### src/rtl/posit_pkg.sv
// -----------------------------------------------------------------------------
// posit_pkg
//
// Purpose : Shared constants and types for the posit<32,4> field decoder.
//
// Contents:
//   POSIT_N     - posit word width (32)
//   POSIT_ES    - exponent field width (4)
//   FRAC_W      - widest possible fraction field (32 - sign - 2-bit regime - es)
//   K_W         - signed regime value width
//   SCALE_W     - signed combined scale (16*k + exp) width
//   M_W         - width of the regime run-length counter (run length 1..31)
//   dec_state_e - decoder control states
// -----------------------------------------------------------------------------
package posit_pkg;

    localparam int POSIT_N  = 32;
    localparam int POSIT_ES = 4;
    localparam int FRAC_W   = 25;
    localparam int K_W      = 6;
    localparam int SCALE_W  = 10;
    localparam int M_W      = 5;

    typedef enum logic [1:0] {
        ST_IDLE = 2'd0,   // waiting for a word, in_ready high
        ST_SCAN = 2'd1,   // walking the regime run, one bit per cycle
        ST_PACK = 2'd2,   // extracting exponent and fraction after the terminator
        ST_HOLD = 2'd3    // presenting decoded fields until the consumer takes them
    } dec_state_e;

endpackage : posit_pkg

### src/rtl/posit_abs.sv
// -----------------------------------------------------------------------------
// posit_abs
//
// Purpose : Combinational conditional two's complement of a posit word.
//           y = neg ? -a : a
//
// Ports:
//   a   in  [POSIT_N-1:0]  word to condition
//   neg in  1              negate when high
//   y   out [POSIT_N-1:0]  result
// -----------------------------------------------------------------------------
module posit_abs
    import posit_pkg::*;
(
    input  logic [POSIT_N-1:0] a,
    input  logic               neg,
    output logic [POSIT_N-1:0] y
);

    logic [POSIT_N-1:0] inv;

    // Ones' complement under control of neg, then add neg to finish negation.
    genvar gi;
    generate
        for (gi = 0; gi < POSIT_N; gi++) begin : g_inv
            assign inv[gi] = a[gi] ^ neg;
        end
    endgenerate

    assign y = inv + {{(POSIT_N-1){1'b0}}, neg};

endmodule : posit_abs

### src/rtl/posit_decoder.sv
// -----------------------------------------------------------------------------
// posit_decoder
//
// Purpose : Sequential decoder that splits a posit<32,4> word into sign, regime
//           value k, exponent and MSB-aligned fraction. The regime run is
//           walked one bit per cycle, so latency depends on the run length m:
//           m+2 cycles from accept to out_valid for ordinary words, 1 cycle for
//           zero and NaR.
//
// Ports:
//   clk           in   clock, all state on rising edge
//   rst           in   synchronous active-high reset
//   in_valid      in   in_data valid
//   in_ready      out  decoder idle; word accepted when in_valid && in_ready
//   in_data       in   [31:0] posit word
//   out_valid     out  decoded fields valid (held until out_ready)
//   out_ready     in   consumer accepts when out_valid && out_ready
//   out_sign      out  posit sign bit
//   out_zero      out  input was 0x00000000
//   out_nar       out  input was 0x80000000
//   out_k         out  [5:0] signed regime value
//   out_exp       out  [3:0] exponent field (missing low bits are zero)
//   out_frac      out  [24:0] fraction bits, MSB-aligned, zero-padded
//   out_scale     out  [9:0] signed 16*k + exp (only with POSIT_DEC_SCALE_EN)
//   out_frac_len  out  [4:0] number of valid fraction bits, 0..25
//
// Build option:
//   POSIT_DEC_SCALE_EN - when defined, adds the out_scale port and its logic.
// -----------------------------------------------------------------------------
module posit_decoder
    import posit_pkg::*;
(
    input  logic                      clk,
    input  logic                      rst,
    input  logic                      in_valid,
    output logic                      in_ready,
    input  logic [POSIT_N-1:0]        in_data,
    output logic                      out_valid,
    input  logic                      out_ready,
    output logic                      out_sign,
    output logic                      out_zero,
    output logic                      out_nar,
    output logic signed [K_W-1:0]     out_k,
    output logic [POSIT_ES-1:0]       out_exp,
    output logic [FRAC_W-1:0]         out_frac,
`ifdef POSIT_DEC_SCALE_EN
    output logic signed [SCALE_W-1:0] out_scale,
`endif
    output logic [4:0]                out_frac_len
);

    // -------------------------------------------------------------------------
    // State
    // -------------------------------------------------------------------------
    dec_state_e          state_q, state_d;
    logic [M_W-1:0]      m_q, m_d;          // regime run length / scan counter
    logic [30:0]         body_q, body_d;    // magnitude; bit 31 is always 0 here
    logic                sign_q, sign_d;    // captured sign for ordinary words

    logic                out_sign_q, out_sign_d;
    logic                out_zero_q, out_zero_d;
    logic                out_nar_q, out_nar_d;
    logic [K_W-1:0]      out_k_q, out_k_d;
    logic [POSIT_ES-1:0] out_exp_q, out_exp_d;
    logic [FRAC_W-1:0]   out_frac_q, out_frac_d;
    logic [4:0]          out_frac_len_q, out_frac_len_d;
`ifdef POSIT_DEC_SCALE_EN
    logic [SCALE_W-1:0]  out_scale_q, out_scale_d;
`endif

    // -------------------------------------------------------------------------
    // Magnitude of the incoming word
    // -------------------------------------------------------------------------
    logic [POSIT_N-1:0] abs_y;
    logic               is_zero;
    logic               is_nar;

    posit_abs u_abs (
        .a   (in_data),
        .neg (in_data[POSIT_N-1]),
        .y   (abs_y)
    );

    assign is_zero = (in_data == '0);
    // Negating a negative word leaves bit 31 set only for 0x80000000, the one
    // value whose negation overflows, so the top bit of the magnitude flags NaR.
    assign is_nar  = abs_y[POSIT_N-1];

    // -------------------------------------------------------------------------
    // Scan and pack helpers
    // -------------------------------------------------------------------------
    logic [4:0]         scan_idx;     // body bit examined this SCAN cycle
    logic               scan_bit;
    logic [28:0]        tail;         // bits after the terminator, MSB at [28]
    logic [K_W-1:0]     k_val;
    logic [4:0]         frac_len_val;

    assign scan_idx = 5'd30 - m_q;
    assign scan_bit = body_q[scan_idx];

    // With run length m the terminator sits at bit 30-m, so the first bit after
    // it is 29-m; shifting body[28:0] left by m-1 brings that bit to [28]. A
    // run that reached bit 0 shifts everything out, giving all-zero fields.
    assign tail = body_q[28:0] << (m_q - 5'd1);

    // Run of ones: k = m-1; run of zeros: k = -m.
    assign k_val = body_q[30] ? ({1'b0, m_q} - 6'd1) : (6'd0 - {1'b0, m_q});

    // Bits below the terminator number 30-m; four of them are exponent.
    assign frac_len_val = (m_q < 5'd26) ? (5'd26 - m_q) : 5'd0;

    // -------------------------------------------------------------------------
    // Next-state and datapath
    // -------------------------------------------------------------------------
    always_comb begin
        state_d        = state_q;
        m_d            = m_q;
        body_d         = body_q;
        sign_d         = sign_q;
        out_sign_d     = out_sign_q;
        out_zero_d     = out_zero_q;
        out_nar_d      = out_nar_q;
        out_k_d        = out_k_q;
        out_exp_d      = out_exp_q;
        out_frac_d     = out_frac_q;
        out_frac_len_d = out_frac_len_q;
`ifdef POSIT_DEC_SCALE_EN
        out_scale_d    = out_scale_q;
`endif

        case (state_q)
            ST_IDLE: begin
                if (in_valid) begin
                    sign_d = in_data[POSIT_N-1];
                    body_d = abs_y[30:0];
                    if (is_zero || is_nar) begin
                        // Specials skip the scan and are presented at once.
                        m_d            = '0;
                        out_sign_d     = is_nar;
                        out_zero_d     = is_zero;
                        out_nar_d      = is_nar;
                        out_k_d        = '0;
                        out_exp_d      = '0;
                        out_frac_d     = '0;
                        out_frac_len_d = '0;
`ifdef POSIT_DEC_SCALE_EN
                        out_scale_d    = '0;
`endif
                        state_d        = ST_HOLD;
                    end else begin
                        // body[30] itself is the first bit of the run.
                        m_d     = 5'd1;
                        state_d = ST_SCAN;
                    end
                end
            end

            ST_SCAN: begin
                // m == 31 means bits 29..0 all matched; that costs one final
                // cycle here so the scan always lasts exactly m cycles.
                if (m_q == 5'd31 || scan_bit != body_q[30]) begin
                    state_d = ST_PACK;
                end else begin
                    m_d = m_q + 5'd1;
                end
            end

            ST_PACK: begin
                out_sign_d     = sign_q;
                out_zero_d     = 1'b0;
                out_nar_d      = 1'b0;
                out_k_d        = k_val;
                out_exp_d      = tail[28:25];
                out_frac_d     = tail[24:0];
                out_frac_len_d = frac_len_val;
`ifdef POSIT_DEC_SCALE_EN
                out_scale_d    = {k_val, 4'b0000} + {6'b000000, tail[28:25]};
`endif
                state_d        = ST_HOLD;
            end

            ST_HOLD: begin
                if (out_ready) begin
                    state_d = ST_IDLE;
                end
            end

            default: begin
                state_d = ST_IDLE;
            end
        endcase
    end

    // -------------------------------------------------------------------------
    // Registers
    // -------------------------------------------------------------------------
    always_ff @(posedge clk) begin
        if (rst) begin
            state_q        <= ST_IDLE;
            m_q            <= '0;
            body_q         <= '0;
            sign_q         <= 1'b0;
            out_sign_q     <= 1'b0;
            out_zero_q     <= 1'b0;
            out_nar_q      <= 1'b0;
            out_k_q        <= '0;
            out_exp_q      <= '0;
            out_frac_q     <= '0;
            out_frac_len_q <= '0;
`ifdef POSIT_DEC_SCALE_EN
            out_scale_q    <= '0;
`endif
        end else begin
            state_q        <= state_d;
            m_q            <= m_d;
            body_q         <= body_d;
            sign_q         <= sign_d;
            out_sign_q     <= out_sign_d;
            out_zero_q     <= out_zero_d;
            out_nar_q      <= out_nar_d;
            out_k_q        <= out_k_d;
            out_exp_q      <= out_exp_d;
            out_frac_q     <= out_frac_d;
            out_frac_len_q <= out_frac_len_d;
`ifdef POSIT_DEC_SCALE_EN
            out_scale_q    <= out_scale_d;
`endif
        end
    end

    // -------------------------------------------------------------------------
    // Outputs
    // -------------------------------------------------------------------------
    assign in_ready     = (state_q == ST_IDLE);
    assign out_valid    = (state_q == ST_HOLD);
    assign out_sign     = out_sign_q;
    assign out_zero     = out_zero_q;
    assign out_nar      = out_nar_q;
    assign out_k        = out_k_q;
    assign out_exp      = out_exp_q;
    assign out_frac     = out_frac_q;
    assign out_frac_len = out_frac_len_q;
`ifdef POSIT_DEC_SCALE_EN
    assign out_scale    = out_scale_q;
`endif

endmodule : posit_decoder
### config.mk
export PLATFORM = sky130hd
export DESIGN_NAME = posit_decoder
export DESIGN_NICKNAME = d
export VERILOG_FILES = /design/src/rtl/posit_pkg.sv /design/src/rtl/posit_abs.sv /design/src/rtl/posit_decoder.sv
export SDC_FILE = /design/constraint.sdc
export NUM_CORES = 1
export LEC_CHECK = 0
export CORE_ASPECT_RATIO = 0.8
export CORE_MARGIN = 4
export CORE_UTILIZATION = 53
export CTS_CLUSTER_SIZE = 30
export DETAILED_ROUTE_END_ITERATION = 6
export PLACE_DENSITY = 0.77
export SYNTH_ARGS = -nofsm -noshare
export SYNTH_HDL_FRONTEND = slang
export SYNTH_SLANG_ARGS = --single-unit
### constraint.sdc
create_clock -name clk -period 11.4 [get_ports clk]
set_input_delay 3.42 -clock clk [delete_from_list [all_inputs] [get_ports clk]]
set_output_delay 3.42 -clock clk [all_outputs]
set_load 0.05 [all_outputs]
-- After elaboration in Yosys (flattened, before gate mapping)
Cells that the tools add are included.
- flip-flop bits (word level): 82
- input port bits: 36
- output and inout bits: 45
- logic and storage cells: 104
- add/sub/neg operators: 7
- order comparisons: 2
- eq/ne operators: 10
- shift operators: 1
- muxes and demuxes: 32
- bitwise logic cells: 31
- reduce and logical (&&, ||, !) cells: 10
- operators by type and width (operator ; number):
    25-bit 2-to-1 mux ; 2
    25-bit case mux with 2 select lines ; 1
    31-bit by 1-bit adder with 32-bit output ; 1
    32-bit logical NOT ; 1
    1-bit XOR ; 31
    29-bit by 5-bit << shifter with 29-bit output ; 1
    5-bit 2-to-1 mux ; 5
    5-bit case mux with 2 select lines ; 2
    6-bit 2-to-1 mux ; 3
    6-bit case mux with 2 select lines ; 1
    5-bit subtractor (first input constant) ; 2
    3-bit AND reduction ; 3
    2-bit 2-to-1 mux ; 4
    4-bit 2-to-1 mux ; 2
    2-bit case mux with 4 select lines ; 1
    4-bit case mux with 2 select lines ; 1
    5-bit by 6-bit less-than comparator with 1-bit output (second input constant) ; 1
    1-bit 2-to-1 mux ; 6
    2-bit != test (second input constant) ; 3
    1-bit case mux with 2 select lines ; 3
    1-bit by 5-bit subtractor with 6-bit output (first input constant) ; 1
    5-bit by 1-bit subtractor with 6-bit output (second input constant) ; 1
    5-bit by 1-bit adder with 5-bit output (second input constant) ; 1
    1-bit binary-select mux with 5-bit select ; 1
    11 further kinds ; 15

-- Longest topological paths before layout
- depth in word-level cells: 7
- gate-level depth with buffers: 13
- mapped depth without buffers: 9

-- Cells and area by module
Synthesis repeated with hierarchy kept, for this count alone.
- cells, all modules: 811
- area total of the unflattened synthesis: 6535.0 µm²
- by module, submodules not included (module ; instances ; cells each ; area each (µm²) ; seq. area each (µm²)):
    posit_decoder ; 1 ; 608 ; 5081.1 ; 1641.6
    posit_abs ; 1 ; 203 ; 1453.9 ; 0.0

-- Worst setup path before layout
No wires, ideal clock.
- path type: input to register
- start: input port in_data[31]
- end: register body_q[28]
- library setup time: 0.086 ns
- arrival time: 6.010 ns
- data required time: 11.314 ns
- path slack: 5.304 ns
- stages: 11
- buffers on the path: 3
- cell sequence: buf_2 > buf_1 > buf_1 > xor2_1 > ha_1 > o21ai_1 > a2111oi_4 > and3_1 > a311oi_1 > xor2_1 > a211oi_1
- word-level cells in the longest chain between the ends: 2
- elaborated cells on any way between the ends: 30
- those cells by class: add/sub: 1; bitwise: 29
- RTL lines (element ; RTL line ; source):
    from (decl) ; posit_decoder.sv:37 ; input logic [POSIT_N-1:0] in_data,
    1-bit XOR ; posit_abs.sv:26 ; assign inv[gi] = a[gi] ^ neg;
    31-bit by 1-bit adder with 32-bit output * ; posit_abs.sv:30 ; assign y = inv + {{(POSIT_N-1){1'b0}}, neg};
    to (signal assigned) ; posit_decoder.sv:216 ; body_q <= body_d;
    to (decl) ; posit_decoder.sv:57 ; logic [30:0] body_q, body_d;
Every way passes the cells marked *; elsewhere a longest branch is shown, timed or not.
A chain may end at the register's enable or synchronous reset.

-- Worst setup path in the final report
- start: input port in_data[11]
- end: register out_frac_q[2], in the netlist out_frac[2]
- word-level cells in the longest chain between the ends: 5
- elaborated cells on any way between the ends: 6
- those cells by class: add/sub: 1; eq/ne: 1; bitwise: 1; reduce/logical: 3
- RTL lines (element ; RTL line ; source):
    1-bit XOR ; posit_abs.sv:26 ;
    31-bit by 1-bit adder with 32-bit output ; posit_abs.sv:30 ;
    1-bit logical OR * ; posit_decoder.sv:136 ; if (is_zero || is_nar) begin
    2-bit by 1-bit != test with 1-bit output (no line) * ; -- ;
    3-bit AND reduction (no line) * ; -- ;
    to (signal assigned) ; posit_decoder.sv:223 ; out_frac_q <= out_frac_d;
    to (decl) ; posit_decoder.sv:65 ; logic [FRAC_W-1:0] out_frac_q, out_frac_d;
Marks and branches as above.

==> results_dict.tcl <==
set metrics [dict create \
    worst_setup_path_end_kind "register" \
    p_clk_frac 0.221 \
    ant_nets 0 \
    cts.path.max_buffers 2 \
    drv_slew 0 \
    power_leakage_nw 2.60 \
    dieArea_um2 13700 \
    numPortBuffers 80 \
    worstMarginPinSlew_ps 1190 \
    root_buffer "clkbuf_16" \
    areaGrowthSynthToFinish_pct 17.6 \
    outcome "completed" \
    initial_utilization 0.544 \
    ys_seq_area_frac 0.261 \
    synthCells 797 \
    synth_nets 845 \
    drc 0 \
    max_slew_margin 0.206 \
    rsz0062_at_grt "false" \
    gr-total-overflow 0 \
    grt_first_pass_wirelength_um 29500 \
    htreeDepth 3 \
    viasPerCell 6.24 \
    r2r-end "m_q[0]" \
    num_vias 6182 \
    p_total_mw 1.30 \
    track_usage 0.266 \
    final_cells 991 \
    wl_per_cell_um 18.2 \
    finalSetupViolCount 0 \
    placedCellCount 975 \
    power.internal_uw 728 \
    worstPathMaxFanout 53 \
    synthFlopType "dfxtp_1" \
    synth.avg_cell_area_um2 7.89 \
    final.min_clock_period_ps 6400 \
    cts_setup_buffers 0 \
    placementRows 35 \
    fmax_mhz 156 \
    synthTopCellsByArea "dfxtp_1, mux4_2, nand2_1" \
    syn_area_um2 6290 \
    yosys.area.top_type "dfxtp_1" \
    layout-drive-gt1-share 0.0890 \
    gp_congestion 0.980 \
    ys_async_sr_fraction 0 \
    synth_most_common_cell "nand2_1" \
    finalHoldViolations 0 \
    post-route-period-util 0.561 \
    min_from "out_frac[11]" \
    p_seq_frac 0.280 \
    cts_resized 0 \
    worstSetupStartpointType "primary input" \
    die_x_um 130 \
    numCtsBuffers 9 \
    grt_start_max_net_pins 84 \
    coreArea_um2 11600 \
    rr_startpoint "m_q[0]" \
    maxCapViolations 0 \
    fin_setup_tns_ps 0 \
    clkTransAtPathRegs_ps 70 \
    cts_hold_buf 0 \
    critPathArrivalTime_ps 6670 \
    hold_depth 2 \
    p_sw_frac 0.440 \
    routed_wl_um 18000 \
    cp.required_ps 11670 \
    r2r_slack_ps 7030 \
    clock_latency_ps 350 \
    drt_iter0_markers 556 \
    die_h_um 105 \
    hold_class "register to register" \
    fin_nets 886 \
    synth_edf_count 0 \
    synth.distinct_cells 65 \
    ys_ff_latch 82 \
    clock_skew_ps 8.01 \
    reg2regPathDepth 10 \
    ys_warn_count 0 \
    holdPathEnd "out_frac[11]" \
    crit_type "primary input to register" \
    grt_pass1_vias 5746 \
    cts.sinks 82 \
    power_switching_uw 572 \
    power_density_nw_per_um2 176 \
    comb_power_share 0.499 \
    place_hpwl_um 13300 \
    antenna_cells 0 \
    synth_commonest_cells "nand2_1, a21oi_1, dfxtp_1" \
    io_pins 81 \
    whs_ps 449 \
    antenna_found_initial 0 \
    drt_pass1_iterations 5 \
    peakVddDrop_v 0.0000989 \
    cts_tree "built" \
    n_fill_cell 1036 \
    synth.top_cell.area_share 0.261 \
]
-- final cells by class --
class	count	area, µm²	area share
Inverter	20	75.1	0.0101
Clock inverter	7	66.3	0.00896
Timing Repair Buffer	92	881	0.119
Multi-Input combinational cell	633	4320	0.584
Clock buffer	9	225	0.0304
Tap cell	148	185	0.0250
Sequential cell	82	1640	0.222
-- cells by family (layout without fill, tap and decap cells) --
group	count (synthesis)	after routing	share of synthesized area
AOI/OAI and AO/OA	186	186	0.189
xor gates and xnor gates	54	54	0.0752
adders and majority gates	12	12	0.0239
buffers and inverters	82	128	0.0549
DFF	82	82	0.261
muxes	54	54	0.151
and+or+nand+nor	327	327	0.245
-- worst max-delay path by stage --
stage / start / cells after the start / endpoint
after floorplan: in_data[31] / 11 / body_q[28]
after global placement: in_data[11] / 9 / out_frac[2]
after detailed placement: in_data[11] / 9 / out_frac[2]
after CTS: in_data[11] / 9 / out_frac[2]
after global routing: in_data[11] / 9 / out_frac[2]
final: in_data[11] / 9 / out_frac[2]
-- routing by layer --
metal  vias to the layer above  routed length, µm  global-route usage
met5                         -                  0                   0
met3                        25               1670              0.0760
met1                      2941               8030               0.378
li1                       2959                  -                   -
met4                         0                194              0.0579
met2                       257               8140               0.403
-- power groups by stage --
stage | Combinational, mW | Sequential, mW | Clock (mW)
after CTS | 0.640 | 0.362 | 0.293
after global placement | 0.625 | 0.365 | 0
final | 0.649 | 0.364 | 0.287
after detailed placement | 0.636 | 0.368 | 0
after floorplan | 0.504 | 0.355 | 0
after global routing | 0.706 | 0.368 | 0.306
-- through the flow --
stage	utilization	setup WS, ps	area, µm²
after floorplan	-	5300	6290
after global placement	0.615	4770	7110
after detailed placement	0.615	4660	7110
after CTS	0.640	5020	7400
after global routing	0.640	4830	7400
final	0.640	5000	7400
-- critical path: stages --
cell	delay (ps)
clkdlybuf4s50_1	500
nor4_2	410
nand3_1	290
a221oi_4	520
a41oi_2	280
o21a_1	240
buf_4	270
or4_1	570
a21oi_1	140
-- layout by cell type, fill, tap and decap left out, types with 14 or more instances in the layout --
cell | synthesis | final
a211oi_1 | 16 | 16
a21oi_1 | 87 | 87
clkdlybuf4s50_1 | 0 | 78
dfxtp_1 | 82 | 81
inv_1 | 20 | 20
mux2i_1 | 19 | 19
mux4_2 | 27 | 27
nand2_1 | 126 | 126
nand3_1 | 32 | 32
nor2_1 | 72 | 72
nor3_1 | 23 | 23
o21ai_0 | 18 | 18
o22ai_1 | 14 | 14
or3_1 | 17 | 17
xnor2_1 | 34 | 34
xor2_1 | 20 | 18
-- registers in the layout, summed over array words and instances (netlist names), 2 cells and up --
signal	cells
state_q	2
out_k	6
out_exp	4
body_q	31
out_frac	25
m_q	5
out_frac_len	5
No activity file was read; power rests on OpenSTA's default activity.
